===== src/rtl/tawas_sched_pkg.sv =====
// Shared constants for the Tawas thread scheduler: control register map and counter width.
package tawas_sched_pkg;
   localparam logic [1:0] SCHED_RUN    = 2'd0;
   localparam logic [1:0] SCHED_STOP   = 2'd1;
   localparam logic [1:0] SCHED_BUSY   = 2'd2;
   localparam logic [1:0] SCHED_STATUS = 2'd3;

   localparam int STATUS_ERR_BIT = 31;
   localparam int ISSUE_CNT_W    = 16;
endpackage


===== src/rtl/tawas_rr_pick.sv =====
// Combinational round-robin pick: first set req bit at or above ptr, wrapping.
// Rotate so ptr lands at bit 0, priority-encode the lowest bit, then add ptr back.
module tawas_rr_pick #(
   parameter int NTHREADS = 32,
   parameter int TW       = 5
) (
   input  logic [NTHREADS-1:0] req,
   input  logic [TW-1:0]       ptr,
   output logic                vld,
   output logic [TW-1:0]       idx
);

   logic [NTHREADS-1:0] rot;
   logic [TW-1:0]       off;

   always_comb begin
      rot = NTHREADS'({req, req} >> ptr);
      off = '0;
      for (int i = NTHREADS - 1; i >= 0; i--) begin
         if (rot[i]) off = TW'(i);
      end
      vld = |req;
      idx = ptr + off;
   end

endmodule


===== src/rtl/tawas_thread_sched.sv =====
// Round-robin thread issue for the fetch pipeline; one issue per cycle, output registered (1 cycle).
// stall only suppresses issue; retire, wake and control accesses are still processed.
module tawas_thread_sched
   import tawas_sched_pkg::*;
#(
   parameter int          NTHREADS  = 32,
   parameter int          TW        = 5,
   parameter logic [31:0] RESET_RUN = 32'h0000_0001
) (
   input  logic                clk,
   input  logic                rst,
   input  logic                stall,
   output logic                sched_en,
   output logic [TW-1:0]       sched_sel,
   input  logic                retire_en,
   input  logic [TW-1:0]       retire_thread,
   input  logic                retire_halt,
   input  logic [NTHREADS-1:0] wake,
   input  logic                ctl_wr,
   input  logic                ctl_rd,
   input  logic [1:0]          ctl_addr,
   input  logic [31:0]         ctl_wdata,
   output logic [31:0]         ctl_rdata,
   output logic [NTHREADS-1:0] run_mask
);

   logic [NTHREADS-1:0]    run, busy, eligible, run_nxt, busy_nxt, wmask;
   logic [TW-1:0]          rr_ptr, pick;
   logic                   pick_vld, issue, ret_ok, ret_bad, err;
   logic [ISSUE_CNT_W-1:0] issue_cnt;
   logic [31:0]            rd_mux;

   assign eligible = run & ~busy;
   assign run_mask = run;
   assign wmask    = ctl_wdata[NTHREADS-1:0];

   tawas_rr_pick #(.NTHREADS(NTHREADS), .TW(TW)) u_pick (
      .req (eligible),
      .ptr (rr_ptr),
      .vld (pick_vld),
      .idx (pick)
   );

   always_comb begin
      issue   = pick_vld & ~stall;
      ret_ok  = retire_en & busy[retire_thread];
      ret_bad = retire_en & ~busy[retire_thread];

      // Clear before set: a same-thread issue/retire collision leaves the thread busy.
      busy_nxt = busy;
      if (ret_ok) busy_nxt[retire_thread] = 1'b0;
      if (issue)  busy_nxt[pick] = 1'b1;

      // Later assignments win: halt < wake < RUN write < STOP write.
      run_nxt = run;
      if (ret_ok && retire_halt)             run_nxt[retire_thread] = 1'b0;
      run_nxt = run_nxt | wake;
      if (ctl_wr && ctl_addr == SCHED_RUN)   run_nxt = run_nxt | wmask;
      if (ctl_wr && ctl_addr == SCHED_STOP)  run_nxt = run_nxt & ~wmask;

      rd_mux = '0;
      case (ctl_addr)
         SCHED_RUN:  rd_mux = 32'(run);
         SCHED_BUSY: rd_mux = 32'(busy);
         SCHED_STATUS: begin
            rd_mux[STATUS_ERR_BIT]    = err;
            rd_mux[ISSUE_CNT_W-1:0]   = issue_cnt;
         end
         default:    rd_mux = '0;
      endcase
   end

   always_ff @(posedge clk) begin
      if (rst) begin
         run       <= RESET_RUN[NTHREADS-1:0];
         busy      <= '0;
         rr_ptr    <= '0;
         sched_en  <= 1'b0;
         sched_sel <= '0;
         ctl_rdata <= '0;
         issue_cnt <= '0;
         err       <= 1'b0;
      end else begin
         run  <= run_nxt;
         busy <= busy_nxt;
         if (issue) begin
            sched_en  <= 1'b1;
            sched_sel <= pick;
            rr_ptr    <= pick + 1'b1;
            issue_cnt <= issue_cnt + 1'b1;
         end else begin
            sched_en  <= 1'b0;
         end
         if (ret_bad)
            err <= 1'b1;
         else if (ctl_wr && ctl_addr == SCHED_STATUS && ctl_wdata[STATUS_ERR_BIT])
            err <= 1'b0;
         if (ctl_rd) ctl_rdata <= rd_mux;
      end
   end

endmodule


===== config.mk =====
export PLATFORM = sky130hd
export DESIGN_NAME = tawas_thread_sched
export DESIGN_NICKNAME = d
export VERILOG_FILES = /design/src/rtl/tawas_sched_pkg.sv /design/src/rtl/tawas_rr_pick.sv /design/src/rtl/tawas_thread_sched.sv
export SDC_FILE = /design/constraint.sdc
export NUM_CORES = 1
export LEC_CHECK = 0
export CORE_UTILIZATION = 45
export DETAILED_ROUTE_END_ITERATION = 12
export PLACE_DENSITY = 0.76
export SYNTH_ARGS = -nofsm -noshare
export SYNTH_HDL_FRONTEND = slang
export SYNTH_SLANG_ARGS = --single-unit

===== constraint.sdc =====
create_clock -name clk -period 7.7 [get_ports clk]
set_input_delay 0.77 -clock clk [delete_from_list [all_inputs] [get_ports clk]]
set_output_delay 0.77 -clock clk [all_outputs]
set_load 0.01 [all_outputs]

### Yosys cells after proc, flatten, opt, wreduce, memory -nomap -nowiden

Index checks and enable logic that the tools add are counted.

* register bits after elaboration: 124
* latch bits: 0
* RAM bits: 0
* ROM bits: 0
* input bits: 78
* output and inout port bits: 70
* logic and storage cells: 93
* memories: 0

* $add $sub $neg: 3
* multipliers: 0
* div/mod/pow operators: 0
* $lt $le $gt $ge: 4
* equality and inequality tests: 3
* shift-type cells: 1
* muxes and demuxes: 49
* bitwise logic cells: 15
* reductions and logical operators: 10

Operators by type and width (count)
* 32-bit two-way mux: 5
* 5-bit two-way mux: 32
* 32-bit AND: 4
* 32-bit NOT: 3
* 32-bit OR: 3
* 64-bit by 5-bit >> shifter with 32-bit output: 1
* 16-bit case mux with 3 select lines: 1
* 32-bit OR reduction: 1
* 15-bit case mux with 2 select lines: 1
* 16-bit by 1-bit adder with 16-bit output (second input constant): 1
* 5-bit by 6-bit less-than comparator with 1-bit output (second input constant): 2
* 1-bit demux with 5-bit select: 2
* 5-bit by 1-bit greater-or-equal comparator with 1-bit output (second input constant): 2
* 1-bit logical AND: 7
* 1-bit two-way mux: 6
* 5-bit by 1-bit adder with 5-bit output (second input constant): 1
* 5-bit adder: 1
* 1-bit binary-select mux with 5-bit select: 1
* 2-bit equality test (second input constant): 2
* 1-bit AND: 3
* 1-bit case mux with 3 select lines: 1
* 2-bit by 1-bit equality test with 1-bit output (second input constant): 1
* 2-bit logical NOT: 1
* 1-bit NOT: 2
* 2-bit nonzero test: 1

### Depth between registers and ports, before layout

* depth after elaboration: 42
* mapped depth: 21
* mapped depth without buffers: 18

### Cells and area by module

A second synthesis with hierarchy kept.

* cell total of the unflattened synthesis: 1101
* area total of the unflattened synthesis: 10372.4 um2

By module, submodules not included
* tawas_thread_sched: instances 1, cells an instance 747, area an instance 6273.5 um2, seq. area each 2482.4 um2
* tawas_rr_pick: instances 1, cells an instance 354, area an instance 4098.9 um2, seq. area each 0.0 um2

### Least setup slack after synthesis

Ideal clock, no wire load.

* path type: flip-flop to flip-flop
* start: register rr_ptr[0]
* end: register rr_ptr[4]
* library setup time: 0.096 ns
* data arrival time: 5.291 ns
* data required time: 7.604 ns
* path slack: 2.314 ns
* stages on the path, launching flop included: 21
* path buffers: 4
* clock period less this slack: 5.386 ns
* cells stage by stage: dfxtp_1 > clkbuf_1 > buf_2 > buf_2 > buf_2 > mux4_2 > mux4_2 > mux2_2 > nor4_2 > o21ai_0 > a211oi_1 > o211ai_1 > a2111oi_0 > ha_1 > a21o_1 > a21oi_1 > xnor2_1 > nor2b_1 > nand3_1 > mux2_2 > o311ai_1

* cells in the longest elaborated chain, start to end: 35

RTL lines
* from (decl): RTL line tawas_thread_sched.sv:28 `logic [TW-1:0] rr_ptr, pick;`
* from (signal assigned): RTL line tawas_thread_sched.sv:89 `rr_ptr <= pick + 1'b1;`
* 64-bit by 5-bit >> shifter with 32-bit output: RTL line tawas_rr_pick.sv:17 `rot = NTHREADS'({req, req} >> ptr);`
* 5-bit two-way mux (32 in a row): RTL line tawas_rr_pick.sv:20 `if (rot[i]) off = TW'(i);`
* 5-bit adder *: RTL line tawas_rr_pick.sv:23 `idx = ptr + off;`
* 5-bit by 1-bit adder with 5-bit output *: RTL line tawas_thread_sched.sv:89

Mark *: on every way between the ends. The rest lies on a longest branch, timed or not.
A chain may end at the register's enable or synchronous reset.

### Worst setup path after layout

* start: register rr_ptr[1]
* end: register busy[1]

* cells in the longest elaborated chain, start to end: 40
* elaborated cells on any way between the ends: 41
* those cells by class: add/sub: 1; order compare: 2; shift: 1; mux: 35; bitwise: 1; reduce/logical: 1

RTL lines
* 64-bit by 5-bit >> shifter with 32-bit output: RTL line tawas_rr_pick.sv:17
* 5-bit two-way mux (32 in a row): RTL line tawas_rr_pick.sv:20
* 5-bit adder *: RTL line tawas_rr_pick.sv:23
* 5-bit by 6-bit less-than comparator with 1-bit output (not written as such) or 5-bit by 1-bit greater-or-equal comparator with 1-bit output (tied branches): RTL line tawas_thread_sched.sv:52 `if (issue) busy_nxt[pick] = 1'b1;`
* 1-bit logical AND (not written as such): RTL line tawas_thread_sched.sv:52
* 1-bit two-way mux (not written as such): RTL line tawas_thread_sched.sv:52
* 1-bit demux with 5-bit select *: RTL line tawas_thread_sched.sv:52
* 32-bit OR (no line) *
* 32-bit two-way mux *: RTL line tawas_thread_sched.sv:52
* to (signal assigned): RTL line tawas_thread_sched.sv:85 `busy <= busy_nxt;`
* to (decl): RTL line tawas_thread_sched.sv:27 `logic [NTHREADS-1:0] run, busy, eligible, run_nxt, busy_nxt, wmask;`

Marks and branches as above.

==> run_results.csv <==
group,metric,value,unit
sta,clock.fmax,148,MHz
sta,worst_slew_margin_rel,25.2,%
clocking,ctsHtreeMaxLevel,4,
pwr,worst_ir_drop_vdd,0.000169,V
grt,grt_pass1_vias,9265,
grt,grt_max_degree,105,
cells_and_area,design_area,12100,µm²
grt,grt_use_total,31.5,%
clocking,clkSinkCount,124,
clocking,post-cts-setup-buffers,0,
placed_design,detailed_place.area,11400,µm²
pwr,sequentialPowerShare,24.5,%
cells_and_area,num_antenna_cells,0,
logic_synthesis,seq_area_frac_synth,25.3,%
clocking,tritoncts_clock_tree,"done",
setup_path,crit_path_start_kind,"flop",
logic_synthesis,synth-main-ff-cell,"dfxtp_1",
cells_and_area,mostFrequentLayoutCell,"clkdlybuf4s50_1",
pwr,power.combinational.fraction,50.4,%
pwr,fin_total_pwr,3.48,mW
placed_design,place.detailed.instances,1413,
placed_design,gpl.final_weighted_congestion,0.954,
sta,timing_max_transition_violations_final,0,
floorplanning,io_pins,148,
logic_synthesis,syn_inst,1054,
clocking,worstSkewPairLatency,0.43,ns
clocking,cts_hold_buf,0,
pwr,p_int,2.07,mW
logic_synthesis,synthArstFlopShare,0,%
cells_and_area,area.growth.synth_to_final,22.9,%
grt,grt_pass1_wl,53.1,mm
logic_synthesis,synth_cell_types,64,
sta,final_hold_viol_count,0,
sta,final.setup.tns,0,ns
floorplanning,initial_core_util,46.2,%
job,drv.max_cap_violation_count,0,
logic_synthesis,post-synth-top-area-fraction,25.3,%
clocking,clkTransAtPathRegs,0.06,ns
worst_hold_path,min_path_type,"reg -> reg",
pwr,powerDensity,289,nW/µm²
floorplanning,floorplan.core_area,21200,µm²
setup_path,critPathArrivalTime,7.05,ns
logic_synthesis,synth_enable_flop_cells,0,
pwr,power.net_switching,1.41,mW
drt,detailedRoute.firstPassIterationCount,6,
pwr,power.switching_fraction,40.5,%
sta,holdWs,0.486,ns
placed_design,place.port_buffers,147,
cells_and_area,mostFrequentLayoutCells,"clkdlybuf4s50_1, dfxtp_1, nor2b_1, nor2_1, mux4_2",
clocking,cts-root-buf,"clkbuf_16",
logic_synthesis,postSynthRegisterBits,124,
logic_synthesis,synthesis.area,9810,µm²
drt,route.vias.total,9658,
sta,final-setup-viol-count,0,
drt,drt-initial-drc-count,1101,
cells_and_area,nets,1245,
floorplanning,die_y,150,µm
placed_design,place_ws,1.38,ns
setup_path,worstSetupPathType,"reg -> reg",
sta,final_critical_path_setup_slack,0.935,ns
setup_path,worstSetupEndpointType,"flop",
sta,max_slew.worst_pin.slew,1.12,ns
grt,grt.overflow.total,0,
clocking,cts_inserted_buffers,17,
sta,layout_worst_path_cycle_share,87.9,%
drt,drt_wl_total,34.9,mm
placed_design,hpwlAfterDp,25.4,mm
floorplanning,dieArea,22400,µm²
cells_and_area,post_route_cells_drive_above_1_share,17.3,%
logic_synthesis,mappedNetlistNets,1142,
cells_and_area,finalNonFillerCells,1445,
setup_path,cp.required,7.98,ns
drt,ant_nets,0,
floorplanning,die_w,150,µm
grt,grt_antenna_before_repair,0,
sta,unrepaired_setup_endpoints_after_global_routing,"false",
logic_synthesis,syn-mean-instance-area,9.31,µm²
pwr,power_share_of_the_clock_group,25.1,%
sta,post-route-min-period,6.77,ns
drt,route.detailed.vias_per_inst,6.68,
drt,drt_wl_cell,24.2,µm
sta,final.setup_skew,0.0123,ns
setup_path,cp_max_fo,30,
logic_synthesis,yosys_warnings,0,
logic_synthesis,most_area_consuming_cells_after_synthesis,"dfxtp_1, mux4_2, nor2b_1",
clocking,cts.path.max_buffers,2,
logic_synthesis,post-synth-top-area-cell,"dfxtp_1",
pwr,static-leakage-power,4.25,nW
drt,drc,0,
run_status,result_of_the_run,"finished clean",
cells_and_area,final_core_area_utilization,56.8,%
floorplanning,floorplan.rows,53,
clocking,cts.repair.resized,0,
-- worst max-delay path, cell delays in order, from the launching register on --
cell       delay, ns
dfxtp_2         0.63
buf_4           0.33
nor4b_1         0.09
nor4_1          0.87
mux2i_1         0.31
mux4_2          0.57
nor4_2          0.42
o21ai_0         0.16
a211oi_1        0.28
o211ai_1        0.11
a2111oi_0       0.93
ha_1            0.42
a21o_1          0.18
a21oi_1         0.16
xnor2_1         0.30
xor2_2          0.62
o21ai_0         0.20
-- cell usage after synthesis, drive strengths merged, types with 16 or more instances --
cell type  instances
mux2              49
a22oi             20
mux4              75
nand2b            36
clkbuf            57
mux2i             30
a21oi             57
nor2b             85
buf               24
o21ai             87
nand2             44
dfxtp            124
a211oi            22
nor2              81
nand3             18
o31ai             16
a221oi            31
nor4bb            28
inv               16
-- state kept, by name, summed over array words and instances (netlist names) --
register	count
busy	32
run_mask	32
sched_sel	5
ctl_rdata	32
rr_ptr	5
sched_en	1
issue_cnt	16
err	1
-- per-layer routing --
metal,vias up,wire length (µm),track usage (%)
li1,4253,-,-
met1,4662,13400,41.3
met2,660,16500,49.9
met3,83,4000,6.59
met4,0,1070,13.7
met5,-,0,0
-- power groups by stage --
stage	sequential [mW]	combinational, mW	clock [mW]
after global routing	0.856	1.88	0.905
final	0.854	1.75	0.873
after global placement	0.854	1.70	0
after floorplan	0.777	1.29	0
after CTS	0.843	1.73	0.873
after detailed placement	0.857	1.71	0
-- path summary, 6_finish.rpt --
kind	from	depth (start not counted)	slack [ns]	end
max	rr_ptr[1]	16	0.93	busy[1]
min	ctl_rdata[2]	2	0.49	ctl_rdata[2]
max reg2reg	rr_ptr[1]	16	0.93	busy[1]
min reg2reg	ctl_rdata[2]	2	0.49	ctl_rdata[2]
-- layout make-up --
type,instances,area (µm²)
Clock inverter,13,190
Fill cell,1853,9170
Timing Repair Buffer,165,1610
Sequential cell,124,2480
Inverter,16,60.1
Tap cell,275,344
Multi-Input combinational cell,833,6910
Clock buffer,19,453
-- kinds of logic (layout without fill, tap and decap cells) --
kind of cell | count (synthesis) | count (layout) | synth area share [%]
compound gates | 260 | 260 | 17.0
mux | 154 | 154 | 25.9
buf+inv | 97 | 213 | 4.31
fa+ha+maj | 10 | 10 | 1.35
xor+xnor | 21 | 21 | 2.03
simple gates | 388 | 388 | 24.1
flops | 124 | 124 | 25.3
(Power assumes the default switching activity.)
==> edit 1: new RTL, same settings <==
Make the reset (`rst`) asynchronous in one clocked block.
--- a/src/rtl/tawas_thread_sched.sv
+++ b/src/rtl/tawas_thread_sched.sv
@@ -70,7 +70,7 @@
       endcase
    end
 
-   always_ff @(posedge clk) begin
+   always_ff @(posedge clk or posedge rst) begin
       if (rst) begin
          run       <= RESET_RUN[NTHREADS-1:0];
          busy      <= '0;
Check against the original RTL: differs if rst is asserted again (counterexample within 4 cycles, from zero or initial values and one cycle with rst high); with rst held inactive, the same outputs for 4 cycles.
==> edit 1 against the original RTL <==
- clock skew rose by 0.0011 ns
- critical path type unchanged
- routed wire length rose by 5.3%
- sequential cell count did not move
- first-iteration DRC count rose by 1.8%
- setup slack improved by 0.39 ns
- cell area rose by 2.8%
- synthesized area rose by 3.3%
- utilization fell by 0.40 points
Power is not compared: it rests on default switching activity, and its combinational part moved more than twofold at a synthesized area within 25%.
==> edit 1: results (changes against the original RTL) <==
synthArstFlopShare_pct: 100.0  # +100 points
avgRoutedWirePerCell_um: 25.25  # +4.4%
dp.cells: 1425  # +0.85%
yosys-top-cells-count: "dfrtp_1 (123), o21ai_0 (77), a21oi_1 (60), a22oi_1 (57)"
hold_start: "issue_cnt[7]"
met3_length_um: 3045  # -24%
outcome: "finished clean"
grt_pass1_vias: 9739  # +5.1%
skew_ns: 0.01343  # +0.001115 ns
drive_above_1_share_pct: 13.59  # -3.7 points
grt_pass1_wl_um: 56740  # +6.9%
synth_nets: 1143  # +0.088%
preCtsSetupSlack_ns: 1.383  # +0.005910 ns
path_max_fanout: 67  # +120%
r2r_slack_ns: 1.33  # +0.39 ns
yosys-top-cells-area: "dfrtp_1 (30%), mux4_2 (9.8%), mux2i_1 (5.1%)"
dp_hpwl_um: 27200  # +7.2%
worstHoldEndpoint: "issue_cnt[7]"
vias: 9908  # +2.6%
placed_area_um2: 11770  # +3.2%
whs_path_depth: 1  # -1
wl_met1_um: 14720  # +9.6%
grt_usage_pct: 31.89  # +0.39 points
r2r_start: "rr_ptr[1]"
ys_seq_area_share_pct: 30.65  # +5.3 points
first_iter_violations: 1121  # +1.8%
r2r-end: "busy[19]"
ys_types: 87  # +36%
fin_nets: 1252  # +0.56%
syn_area_per_cell_um2: 9.600  # +3.2%
max_slew_margin_pct: 30.43  # +5.2 points
antenna_found_initial: 1  # +1
holdWs_ns: 0.4857  # -0.0004650 ns
==> edit 1: cell count changes in the layout (fill, tap and decap cells not counted), moves of 18 or more <==
cell,before,now
a221oi_1,31,1
a211oi_1,21,3
nor2b_1,85,33
mux4_2,75,44
dfrtp_1,0,121
mux2i_1,30,52
o21ai_0,59,77
a22oi_1,20,57
nor2_1,80,50
dfxtp_1,122,0
==> edit 1: metal layers <==
layer | track usage (%) | vias up
met5 | 0 | -
met4 | 16.47 | 0
met3 | 5.505 | 119
met2 | 51.41 | 595
met1 | 41.26 | 4861
li1 | - | 4333
==> edit 1: power by group <==
group / internal [mW] / switching, mW
registers: 0.817 / 0.416
clock network: 0.515 / 0.330
logic: 1.73 / 2.28
==> edit 1: worst reg2reg max path, cell delays in order (launching register included) <==
cell and delay, ns:
dfrtp_2 0.89, buf_12 0.35, or4bb_1 0.48, and4_1 0.20, mux4_2 0.46, a222oi_1 0.59, a2bb2oi_1 0.16, o221a_2 0.27
o311a_1 0.12, a22oi_1 0.17, nand2_1 0.11, ha_1 0.22, fa_1 0.40, a21o_1 0.18, a21oi_1 0.19, xnor2_1 0.37
xor2_2 0.85, o21ai_1 0.20
==> edit 1: logic make-up after synthesis <==
kind of cell	Yosys count	synth area share (%)
muxes	133	19.07
DFF	124	30.65
buffers and inverters	105	4.422
adders and majority gates	10	1.309
xor gates and xnor gates	22	2.162
and+or+nand+nor	352	22.58
AOI/OAI and AO/OA	309	19.80
==> edit 1: worst max-delay path by stage <==
stage | endpoint | slack [ns] | cells after the start
after floorplan | sched_sel[4] | 2.77 | 19
after global placement | busy[18] | 1.48 | 17
after detailed placement | busy[19] | 1.38 | 17
after CTS | busy[19] | 1.36 | 17
after global routing | busy[19] | 0.93 | 17
final | busy[19] | 1.33 | 17
==> edit 1: layout make-up <==
type	count	area (um2)
clock buffer	17	425.4
clock inverter	15	186.4
tap	280	350.3
sequential	124	3107
fill	1921	9573
timing repair buffer	164	1612
multi-input combinational	826	6586
inverter	31	118.9
==> edit 2: new RTL, same flow settings <==
Without the edit above. `TW` is set to 5 in 2 places; all go to 6.
--- a/src/rtl/tawas_rr_pick.sv
+++ b/src/rtl/tawas_rr_pick.sv
@@ -2,7 +2,7 @@
 // Rotate so ptr lands at bit 0, priority-encode the lowest bit, then add ptr back.
 module tawas_rr_pick #(
    parameter int NTHREADS = 32,
-   parameter int TW       = 5
+   parameter int TW       = 6
 ) (
    input  logic [NTHREADS-1:0] req,
    input  logic [TW-1:0]       ptr,
--- a/src/rtl/tawas_thread_sched.sv
+++ b/src/rtl/tawas_thread_sched.sv
@@ -4,7 +4,7 @@
    import tawas_sched_pkg::*;
 #(
    parameter int          NTHREADS  = 32,
-   parameter int          TW        = 5,
+   parameter int          TW        = 6,
    parameter logic [31:0] RESET_RUN = 32'h0000_0001
 ) (
    input  logic                clk,
Ports: changed (resized retire_thread and sched_sel); port bits go from 148 to 150. No check against the original RTL was run, so the function may have changed too.
==> edit 2 against the original RTL <==
- cell area is 0.32% lower
- total power is 18% higher
- sequential cell count grew 2
- sequential share of layout area increased by 0.41 points
- synthesized area grew 0.27%
- sequential power grew 6.0%
- first-iteration DRC count up 31%
- die area grew 0.26%
- final cell count increased by 6.2%
- routed wire length grew 3.7%
- setup slack better by 0.031 ns
- non-clock buffer count unchanged
- synthesized cell count rose by 8.9%
- critical path type unchanged
- largest cell class unchanged
==> edit 2: results (changes against the original RTL) <==
yosys-top-cells-area: "dfxtp_1 (26%), mux4_2 (11%), mux2_2 (5.2%)"
grt_usage_pct: 32.46  # +0.97 points
port_buffers: 149  # +1.4%
yosys-top-cells-count: "dfxtp_1 (126), nor2_1 (117), a21oi_1 (92), o21ai_0 (72), nand2_1 (66)"
drive_above_1_share_pct: 12.96  # -4.3 points
whs_path_depth: 2  # unchanged
wl_um: 36240  # +3.7%
seq_power_mw: 0.905  # +6.0%
grt_pass1_vias: 9807  # +5.8%
avgRoutedWirePerCell_um: 23.62  # -2.3%
crit_family: "compound AO/OA/AOI/OAI gates"
root_buffer: "clkbuf_16"
first_pass_iters: 6  # unchanged
ys_types: 79  # +23%
p_sw_mw: 1.894  # +34%
dp.cells: 1501  # +6.2%
antenna_found_initial: 0  # unchanged
worstPathArrival_ns: 7.08  # +0.03 ns
clkTransAtPathRegs_ns: 0.06  # about the same
outcome: "finished clean"
htree_levels: 4  # unchanged
synth_nets: 1238  # +8.4%
synthArstFlopShare_pct: 0  # unchanged
numCtsBuffers: 17  # unchanged
cpPeakStageDelay_ns: 0.89  # -0.04 ns
hold_class: "flop to flop"
p_comb_share_pct: 58.1  # +7.7 points
grt_max_degree: 91  # -13%
synthFlopType: "dfxtp_1"
cp_slowest_cell: "dfxtp_2"
intPower_mw: 2.206  # +6.7%
synth_warnings: 0  # unchanged
cts_setup_buffers: 0  # unchanged
placed_area_um2: 11420  # about the same
fin_nets: 1335  # +7.2%
syn_area_per_cell_um2: 8.568  # -7.9%
vias: 10340  # +7.0%
ir_drop_mv: 0.1483  # -12%
reg2reg_depth: 20  # +4
dp_hpwl_um: 26420  # +4.2%
ctsResizeCount: 0  # unchanged
p_leak_nw: 4.258  # +0.30%
skew_ns: 0.01132  # -0.0009964 ns
max_slew_margin_pct: 14.50  # -11 points
grt_pass1_wl_um: 55690  # +4.9%
clk_path_buf_depth: 2  # unchanged
first_iter_violations: 1442  # +31%
clk_latency_ns: 0.42
path_max_fanout: 49  # +63%
preCtsSetupSlack_ns: 1.260  # -0.1172 ns
place.gp.congestion: 0.9572  # +0.31%
ys_seq_area_share_pct: 25.65  # +0.34 points
-- edit 2: worst paths after layout --
path,start,endpoint,slack [ns]
setup reg to reg,rr_ptr[0],busy[21],0.97
hold / removal,ctl_rdata[2],ctl_rdata[2],0.49
hold reg to reg,ctl_rdata[2],ctl_rdata[2],0.49
setup / recovery,rr_ptr[0],busy[21],0.97
-- edit 2: final cells by class --
class                   count  area (um2)
fillers                  1912        9205
diodes                      1       2.502
flip-flops and latches    126        2526
multi-input cells         918        6875
inverters                  17       63.81
clock inverters            14       155.1
repair buffers            165        1609
well taps                 275       344.1
clock buffers              18       439.2
-- edit 2: layer usage --
layer,up-vias,wire length (um),GRT usage [%]
li1,4615,-,-
met1,4955,14380,41.55
met2,637,16850,52.11
met3,130,3323,5.701
met4,0,1689,16.97
met5,-,0,0
-- edit 2: cell families after synthesis --
group,after synthesis,synth area share [%]
compound gates,347,23.56
flops,126,25.65
simple gates,424,24.46
fa+ha+maj,11,1.476
mux,113,18.25
buf+inv,104,4.554
xor+xnor,23,2.048
